===== src/rtl/vreg_addr_seq_if.sv =====
// Request and beat-stream bundle of the vector-register address sequencer.
// The slave side is the sequencer; the master side is the requester plus beat consumer.
interface vreg_addr_seq_if #(
  parameter int ADDR_WIDTH = 5,
  parameter int OFF_WIDTH  = 8
);
  logic                  flush;
  logic                  req_valid;
  logic                  req_ready;
  logic [ADDR_WIDTH-1:0] req_base;
  logic [2:0]            req_max_reg;
  logic [OFF_WIDTH-1:0]  req_max_off;
  logic [OFF_WIDTH-1:0]  req_start_off;
  logic [1:0]            req_mode;
  logic [1:0]            req_sew;
  logic                  out_valid;
  logic                  out_ready;
  logic [ADDR_WIDTH-1:0] out_addr;
  logic [OFF_WIDTH-1:0]  out_off;
  logic                  out_turn;
  logic                  out_first;
  logic                  out_last;
  logic                  err;

  modport slave (
    input  flush, req_valid, req_base, req_max_reg, req_max_off, req_start_off,
           req_mode, req_sew, out_ready,
    output req_ready, out_valid, out_addr, out_off, out_turn, out_first, out_last, err
  );

  modport master (
    output flush, req_valid, req_base, req_max_reg, req_max_off, req_start_off,
           req_mode, req_sew, out_ready,
    input  req_ready, out_valid, out_addr, out_off, out_turn, out_first, out_last, err
  );
endinterface


===== src/rtl/vreg_addr_seq.sv =====
// Vector-register address sequencer: one register-group request in, registered
// (addr, offset) beat stream out. VREG_ADDR_SEQ_WIDEN_EN enables double-beat widening.
module vreg_addr_seq #(
  parameter int VLEN       = 16384,
  parameter int DATA_WIDTH = 64,
  parameter int ADDR_WIDTH = 5,
  parameter int OFF_WIDTH  = 8
) (
  input  logic               clk,
  input  logic               rst_n,
  vreg_addr_seq_if.slave     bus
);
  localparam int                   BEATS         = VLEN / DATA_WIDTH;
  localparam logic [OFF_WIDTH-1:0] WHOLE_MAX_OFF = OFF_WIDTH'(BEATS - 1);

  typedef enum logic {IDLE, RUN} state_t;
  state_t state_q, state_d;

  logic [ADDR_WIDTH-1:0] base_q, base_d, addr_q, addr_d;
  logic [2:0]            max_reg_q, max_reg_d, reg_q, reg_d;
  logic [OFF_WIDTH-1:0]  max_off_q, max_off_d, off_q, off_d;
  logic                  vld_q, vld_d, first_q, first_d, last_q, last_d, err_q, err_d;

  logic                  fire, accept;
  logic [2:0]            req_mreg;
  logic [OFF_WIDTH-1:0]  req_moff;
  logic [2:0]            nreg;
  logic [OFF_WIDTH-1:0]  noff;
  logic                  nturn;

`ifdef VREG_ADDR_SEQ_WIDEN_EN
  logic widen_q, widen_d, turn_q, turn_d, req_widen;
  assign req_widen = (bus.req_mode == 2'b01);
`else
  localparam logic widen_q   = 1'b0;
  localparam logic turn_q    = 1'b0;
  localparam logic req_widen = 1'b0;
`endif

  assign fire          = vld_q & bus.out_ready;
  // Chaining: a new request may land on the same edge the last beat leaves.
  assign bus.req_ready = ~bus.flush & ((state_q == IDLE) | (fire & last_q));
  assign accept        = bus.req_valid & bus.req_ready;

  // Effective limits of the incoming request; whole-register mode overrides them.
  always_comb begin
    req_mreg = bus.req_max_reg;
    req_moff = bus.req_max_off;
    if (bus.req_mode == 2'b10) begin
      req_mreg = 3'((4'd1 << bus.req_sew) - 4'd1);
      req_moff = WHOLE_MAX_OFF;
    end
  end

  always_comb begin
    state_d   = state_q;
    base_d    = base_q;
    max_reg_d = max_reg_q;
    max_off_d = max_off_q;
    reg_d     = reg_q;
    off_d     = off_q;
    vld_d     = vld_q;
    first_d   = first_q;
    last_d    = last_q;
    err_d     = 1'b0;
`ifdef VREG_ADDR_SEQ_WIDEN_EN
    turn_d    = turn_q;
    widen_d   = widen_q;
`endif

    // Successor of the current beat within the latched sequence.
    nreg  = reg_q;
    noff  = off_q;
    nturn = 1'b0;
    if (widen_q && !turn_q) begin
      nturn = 1'b1;
    end else if (off_q == max_off_q) begin
      noff = '0;
      nreg = reg_q + 3'd1;
    end else begin
      noff = off_q + OFF_WIDTH'(1);
    end

    if (bus.flush) begin
      state_d = IDLE;
      vld_d   = 1'b0;
      first_d = 1'b0;
      last_d  = 1'b0;
    end else if (accept) begin
      base_d    = bus.req_base;
      max_reg_d = req_mreg;
      max_off_d = req_moff;
      reg_d     = '0;
      off_d     = bus.req_start_off;
`ifdef VREG_ADDR_SEQ_WIDEN_EN
      widen_d   = req_widen;
      turn_d    = 1'b0;
`endif
      if (bus.req_start_off > req_moff) begin
        // Empty stream: nothing to emit, flag it and fall back to IDLE.
        state_d = IDLE;
        vld_d   = 1'b0;
        first_d = 1'b0;
        last_d  = 1'b0;
        err_d   = 1'b1;
      end else begin
        state_d = RUN;
        vld_d   = 1'b1;
        first_d = 1'b1;
        last_d  = (req_mreg == 3'd0) && (bus.req_start_off == req_moff) && !req_widen;
      end
    end else if (fire) begin
      if (last_q) begin
        state_d = IDLE;
        vld_d   = 1'b0;
        first_d = 1'b0;
        last_d  = 1'b0;
      end else begin
        reg_d   = nreg;
        off_d   = noff;
`ifdef VREG_ADDR_SEQ_WIDEN_EN
        turn_d  = nturn;
`endif
        first_d = 1'b0;
        last_d  = (nreg == max_reg_q) && (noff == max_off_q) && (!widen_q || nturn);
      end
    end

    addr_d = base_d + ADDR_WIDTH'(reg_d);
  end

  always_ff @(posedge clk) begin
    if (!rst_n) begin
      state_q   <= IDLE;
      base_q    <= '0;
      max_reg_q <= '0;
      max_off_q <= '0;
      reg_q     <= '0;
      off_q     <= '0;
      addr_q    <= '0;
      vld_q     <= 1'b0;
      first_q   <= 1'b0;
      last_q    <= 1'b0;
      err_q     <= 1'b0;
    end else begin
      state_q   <= state_d;
      base_q    <= base_d;
      max_reg_q <= max_reg_d;
      max_off_q <= max_off_d;
      reg_q     <= reg_d;
      off_q     <= off_d;
      addr_q    <= addr_d;
      vld_q     <= vld_d;
      first_q   <= first_d;
      last_q    <= last_d;
      err_q     <= err_d;
    end
  end

`ifdef VREG_ADDR_SEQ_WIDEN_EN
  always_ff @(posedge clk) begin
    if (!rst_n) begin
      turn_q  <= 1'b0;
      widen_q <= 1'b0;
    end else begin
      turn_q  <= turn_d;
      widen_q <= widen_d;
    end
  end
`endif

  assign bus.out_valid = vld_q;
  assign bus.out_addr  = addr_q;
  assign bus.out_off   = off_q;
  assign bus.out_turn  = turn_q;
  assign bus.out_first = first_q;
  assign bus.out_last  = last_q;
  assign bus.err       = err_q;
endmodule


===== src/flat_wrapper.sv =====
// flat-port wrapper written by rule: the top's interface ports become plain ports
module vreg_addr_seq_flat 
#(
  parameter int VLEN       = 16384,
  parameter int DATA_WIDTH = 64,
  parameter int ADDR_WIDTH = 5,
  parameter int OFF_WIDTH  = 8
)
  (clk, rst_n, bus_flush, bus_req_valid, bus_req_base, bus_req_max_reg, bus_req_max_off, bus_req_start_off, bus_req_mode, bus_req_sew, bus_out_ready, bus_req_ready, bus_out_valid, bus_out_addr, bus_out_off, bus_out_turn, bus_out_first, bus_out_last, bus_err);
  vreg_addr_seq_if #(.ADDR_WIDTH(ADDR_WIDTH), .OFF_WIDTH(OFF_WIDTH)) bus_i ();
  input  logic clk;
  input  logic rst_n;
  input wire logic [$bits(bus_i.flush)-1:0] bus_flush;
  input wire logic [$bits(bus_i.req_valid)-1:0] bus_req_valid;
  input wire logic [$bits(bus_i.req_base)-1:0] bus_req_base;
  input wire logic [$bits(bus_i.req_max_reg)-1:0] bus_req_max_reg;
  input wire logic [$bits(bus_i.req_max_off)-1:0] bus_req_max_off;
  input wire logic [$bits(bus_i.req_start_off)-1:0] bus_req_start_off;
  input wire logic [$bits(bus_i.req_mode)-1:0] bus_req_mode;
  input wire logic [$bits(bus_i.req_sew)-1:0] bus_req_sew;
  input wire logic [$bits(bus_i.out_ready)-1:0] bus_out_ready;
  output wire logic [$bits(bus_i.req_ready)-1:0] bus_req_ready;
  output wire logic [$bits(bus_i.out_valid)-1:0] bus_out_valid;
  output wire logic [$bits(bus_i.out_addr)-1:0] bus_out_addr;
  output wire logic [$bits(bus_i.out_off)-1:0] bus_out_off;
  output wire logic [$bits(bus_i.out_turn)-1:0] bus_out_turn;
  output wire logic [$bits(bus_i.out_first)-1:0] bus_out_first;
  output wire logic [$bits(bus_i.out_last)-1:0] bus_out_last;
  output wire logic [$bits(bus_i.err)-1:0] bus_err;
  assign bus_i.flush = bus_flush;
  assign bus_i.req_valid = bus_req_valid;
  assign bus_i.req_base = bus_req_base;
  assign bus_i.req_max_reg = bus_req_max_reg;
  assign bus_i.req_max_off = bus_req_max_off;
  assign bus_i.req_start_off = bus_req_start_off;
  assign bus_i.req_mode = bus_req_mode;
  assign bus_i.req_sew = bus_req_sew;
  assign bus_i.out_ready = bus_out_ready;
  assign bus_req_ready = bus_i.req_ready;
  assign bus_out_valid = bus_i.out_valid;
  assign bus_out_addr = bus_i.out_addr;
  assign bus_out_off = bus_i.out_off;
  assign bus_out_turn = bus_i.out_turn;
  assign bus_out_first = bus_i.out_first;
  assign bus_out_last = bus_i.out_last;
  assign bus_err = bus_i.err;
  vreg_addr_seq #(.VLEN(VLEN), .DATA_WIDTH(DATA_WIDTH), .ADDR_WIDTH(ADDR_WIDTH), .OFF_WIDTH(OFF_WIDTH)) u_core (.clk(clk), .rst_n(rst_n), .bus(bus_i));
endmodule

===== config.mk =====
export PLATFORM = sky130hd
export DESIGN_NAME = vreg_addr_seq_flat
export DESIGN_NICKNAME = d
export VERILOG_FILES = /design/src/rtl/vreg_addr_seq_if.sv /design/src/rtl/vreg_addr_seq.sv /design/src/flat_wrapper.sv
export SDC_FILE = /design/constraint.sdc
export NUM_CORES = 1
export LEC_CHECK = 0
export ABC_CLOCK_PERIOD_IN_PS = 7190
export BUFFER_PORTS_ARGS = -buffer_cell sky130_fd_sc_hd__buf_2
export CELL_PAD_IN_SITES_DETAIL_PLACEMENT = 0
export CELL_PAD_IN_SITES_GLOBAL_PLACEMENT = 1
export CORE_MARGIN = 5
export CORE_UTILIZATION = 43
export CTS_CLUSTER_SIZE = 24
export DETAILED_ROUTE_END_ITERATION = 7
export GPL_TIMING_DRIVEN = 1
export MAX_ROUTING_LAYER = met4
export PLACE_DENSITY = 0.92
export SKIP_CTS_REPAIR_TIMING = 1
export SLEW_MARGIN = 20
export SYNTH_ARGS = -nofsm -noshare
export SYNTH_HDL_FRONTEND = slang
export SYNTH_SLANG_ARGS = --single-unit

===== constraint.sdc =====
create_clock -name clk -period 7.19 [get_ports clk]
set_input_delay 1.438 -clock clk [delete_from_list [all_inputs] [get_ports clk]]
set_output_delay 1.438 -clock clk [all_outputs]
set_load 0.1 [all_outputs]

Word-level counts from Yosys, hierarchy flattened. Cells that the tools add are included.

Muxes and demuxes: 24. Shift-type cells: 1. Order comparisons: 1. Eq/ne operators: 6. $add $sub $neg: 4. Bitwise logic cells: 9. Reductions and logical operators: 10.

Operator list (count): 8-bit two-way mux (5); 8-bit == test (3); 3-bit two-way mux (6); 1-bit two-way mux (11); 5-bit two-way mux (2); 8-bit by 1-bit adder with 8-bit output (second input constant) (1); 8-bit greater-than comparator (1); 5-bit by 3-bit adder with 5-bit output (1); 1-bit bitwise AND (4); 1-bit NOT (4); 2-bit AND reduction (2); 2-bit nonzero test (2); 3-bit by 1-bit adder with 3-bit output (second input constant) (1); 3-bit == test (1); 3-bit logical NOT (1); 3-bit AND reduction (1); 3-bit OR reduction (1); 1-bit by 2-bit << shifter with 3-bit output (first input constant) (1); 3-bit by 1-bit subtractor with 3-bit output (second input constant) (1); 2-bit == test (second input constant) (1); 1-bit logical AND (2); 2-bit inequality test (second input constant) (1); 2-bit OR reduction (1); 1-bit OR (1).

Output and inout port bits: 19. Input bits: 33. Logic and storage cells: 65. Register bits after elaboration: 36.

Longest topological paths before layout.
Depth after elaboration: 8. Mapped depth: 14. Depth with buffers taken out: 12.

Least setup slack after synthesis. No wires, ideal clock.

Kind: input to output. From: in bus_out_ready. To: out bus_req_ready. Data arrival time: 2910 ps. Path buffers: 0. Setup slack: 2842 ps. Data required time: 5752 ps. Stages: 2. Cell sequence: a21boi_0 nor2_1.

Longest elaborated chain between the ends: 4.

RTL lines: from (decl) (RTL line flat_wrapper.sv:21) `input wire logic [$bits(bus_i.out_ready)-1:0] bus_out_ready;`; 1-bit bitwise AND (RTL line vreg_addr_seq.sv:40) `assign fire = vld_q & bus.out_ready;`; 1-bit bitwise AND (RTL line vreg_addr_seq.sv:42) `assign bus.req_ready = ~bus.flush & ((state_q == IDLE) | (fire & last_q));`; 1-bit OR (RTL line vreg_addr_seq.sv:42); 1-bit bitwise AND (RTL line vreg_addr_seq.sv:42); to (decl) (RTL line flat_wrapper.sv:22) `output wire logic [$bits(bus_i.req_ready)-1:0] bus_req_ready;`.

Every way passes these cells.

Worst setup path after layout.
From: in bus_flush. To: reg u_core.addr_q[3], in the netlist u_core.bus.out_addr[3].

Longest elaborated chain between the ends: 6. Elaborated cells on any way between the ends: 8. Those cells by class: add/sub (1); mux (4); bitwise (3).

RTL lines: from (decl) (RTL line flat_wrapper.sv:13) `input wire logic [$bits(bus_i.flush)-1:0] bus_flush;`; 1-bit NOT (no source line); 1-bit bitwise AND (RTL line vreg_addr_seq.sv:42); 1-bit bitwise AND (RTL line vreg_addr_seq.sv:43) `assign accept = bus.req_valid & bus.req_ready;`; 5-bit two-way mux / 3-bit two-way mux (equally long branches) (RTL line vreg_addr_seq.sv:89) `end else if (accept) begin`; 5-bit two-way mux / 3-bit two-way mux (equally long branches) (RTL line vreg_addr_seq.sv:84) `if (bus.flush) begin`; 5-bit by 3-bit adder with 5-bit output (*) (RTL line vreg_addr_seq.sv:129) `addr_d = base_d + ADDR_WIDTH'(reg_d);`; to (signal assigned) (RTL line vreg_addr_seq.sv:152) `addr_q <= addr_d;`; to (decl) (RTL line vreg_addr_seq.sv:19) `logic [ADDR_WIDTH-1:0] base_q, base_d, addr_q, addr_d;`.

Mark *: on every way between the ends. The rest lies on a longest branch, timed or not. A chain may end at the register's enable or synchronous reset.

==> qor.yml <==
arrival_ps: 4320
viasPerCell: 5.814
start_util: 0.4478
place_inst: 428
outcome: "completed"
core-area_sq_um: 5608
nFillCells: 580
layout-drive-gt1-share: 0.1896
ios: 52
place.gp.congestion: 0.9835
final_core_util: 0.5134
yosysSeqAreaShare: 0.2870
crit_fanout: 10
powerDensity_nw_per_um2: 183.8
ys_warn_count: 0
htreeDepth: 2
skew_ps: 10.31
synth-seq-cells: 36
row_count: 27
diodes: 0
num_vias: 2535
maxSlewViolCount: 0
hold_viol: 0
synth_top_area_frac: 0.2870
area_growth_pct: 14.65
criticalPathCategory: "in -> reg"
ir_worst_vdd_mv: 0.09346
hpwl_mm: 5.219
drv_cap: 0
path_clk_slew_ps: 80
synth_area_leaders: "dfxtp_1, nor2_1, ha_1, nand2_1, xnor2_1"
synth_area_per_cell_sq_um: 7.799
fp.dieH_microns: 86.42
antenna_found_initial: 0
finalSetupViolCount: 0
worstSkewPairLatency_ps: 290
ant_nets: 0
grt_max_degree: 33
tritoncts: "built"
reg2reg_from: "u_core.bus.out_off[5]"
synth_nets: 369
cts.sinks: 36
period_needed_ps: 4085
yosysTopAreaCell: "dfxtp_1"
startpoint_type: "primary input"
cts_root_buf: "clkbuf_8"
drt-initial-drc-count: 258
min_path_type: "reg -> reg"
wl_per_cell_microns: 15.58
fmax_ghz: 0.2448
final.setup.tns_ps: 0
port_buffers: 50
cts_buffers: 5
grt_pass1_vias: 2416
die-area_sq_um: 7468
slew_headroom: 0.4018
finalCritPeriodShare: 0.5681
fin_cells: 436
grt_usage: 0.1912
synth.distinct_cells: 65
crit_start: "bus_flush"
grt_overflow: 0
firstDrtPassIters: 5
drcViolationCount: 0
ys.flop_type: "dfxtp_1"
wl_mm: 6.791
syn_area_sq_um: 2511
crit_path_end_kind: "register"
leakage_uw: 0.001214
postSynthCellCount: 322
die_w_microns: 86.42
tightest_slew_ps: 888.0
grt_pass1_wl_mm: 11.08
clockBufferDepth: 2
async_flop_share: 0
nNetsFinal: 410
synth_edf_count: 0
rsz0062_at_grt: "false"
worst_hold_slack_ps: 465.0
min_from: "u_core.base_q[0]"
required_ps: 7420
state kept, by name, summed over array words and instances, names as in the netlist:
name,count
u_core.bus.out_first,1
u_core.max_reg_q,3
u_core.bus.out_off,8
u_core.max_off_q,8
u_core.base_q,5
u_core.bus.err,1
u_core.bus.out_last,1
u_core.reg_q,3
u_core.state_q,1
u_core.bus.out_addr,5
through the flow:
| stage | area (sq um) | total power [uW] | setup slack [ps] |
|---|---|---|---|
| 2_1_floorplan | 2511 | 344.6 | 2842 |
| 3_3_place_gp | 2786 | 378.2 | 2937 |
| 3_5_place_dp | 2786 | 380.8 | 2874 |
| 4_1_cts | 2879 | 529.7 | 3164 |
| 5_1_grt | 2879 | 555.4 | 2896 |
| 6_report | 2879 | 529.2 | 3105 |
critical path, stage by stage:
cell and delay (ps):
buf_2 150, nor4bb_1 620, nand2_1 220, or4_4 460, o21ai_0 120, ha_1 290, a21oi_1 180, inv_1 70
or3_1 290, or4_1 390, nand3_1 90
cells in the mapped netlist (2+ instances only):
library cell,instances
a211o_1,2
a211oi_1,11
a21o_1,3
a21oi_1,17
a222oi_1,2
a311oi_1,2
a31oi_1,5
and2_1,10
and3_1,3
and4_1,3
buf_2,2
clkbuf_1,13
dfxtp_1,36
ha_1,13
inv_1,10
mux2i_1,2
nand2_1,24
nand2b_1,3
nand3_1,14
nand3b_1,2
nand4_1,6
nand4b_1,2
nor2_1,44
nor2b_1,5
nor3_1,13
nor4_1,2
o211ai_1,5
o21a_1,2
o21ai_0,10
o221ai_1,2
or3_1,3
or4_1,3
xnor2_1,10
xor2_1,7
per-layer routing:
metal	wire length, microns	global-route usage
met3	378	0.03897
met1	3262	0.2484
met2	3008	0.2914
met4	141	0.07365
met5	0	-
kinds of logic after synthesis:
kind of cell / share of synthesized area
mux: 0.01843
xor+xnor: 0.05929
fa+ha+maj: 0.07275
other cells: 0.001493
flops: 0.2870
compound gates: 0.2212
simple gates: 0.2925
buf+inv: 0.04734
cells in the final DEF, fill, tap and decap left out, drive strengths merged, types with 3 or more instances in the layout:
master | Yosys | routed
a31oi | 5 | 5
and3 | 3 | 3
nand2 | 24 | 24
xnor2 | 10 | 10
xor2 | 7 | 7
dfxtp | 36 | 36
inv | 10 | 10
nor3 | 13 | 13
o21ai | 10 | 10
clkbuf | 13 | 6
nand3 | 14 | 14
nor2b | 5 | 5
a211oi | 11 | 11
or3 | 3 | 3
and4 | 3 | 3
a21o | 3 | 3
buf | 4 | 51
nand2b | 3 | 3
or4 | 4 | 4
clkinv | 1 | 3
o211ai | 5 | 5
nor2 | 44 | 44
ha | 13 | 13
and2 | 10 | 10
a21oi | 17 | 17
nand4 | 6 | 6
path summary, 6_finish.rpt:
| check | endpoint | slack [ps] | cells after the start |
|---|---|---|---|
| setup reg to reg | u_core.bus.out_addr[4] | 3480 | 11 |
| setup / recovery | u_core.bus.out_addr[3] | 3110 | 11 |
| hold reg to reg | u_core.base_q[0] | 470 | 2 |
| hold / removal | u_core.base_q[0] | 470 | 2 |
report_power, final:
| group | internal (uW) | switching [uW] |
|---|---|---|
| Clock | 76.5 | 74.7 |
| Combinational | 48.1 | 106 |
| Sequential | 210 | 13.9 |
| Total | 335 | 195 |
cell type report:
class	instances	area, sq um	share of cell area
clock buffer	6	82.58	0.02868
clock inverter	2	10.01	0.003477
inverter	11	41.29	0.01434
multi-input combinational	258	1677	0.5824
sequential	36	720.7	0.2503
tap	72	90.09	0.03129
timing repair buffer	51	257.7	0.08953
Power figures use the tool's default switching activity.
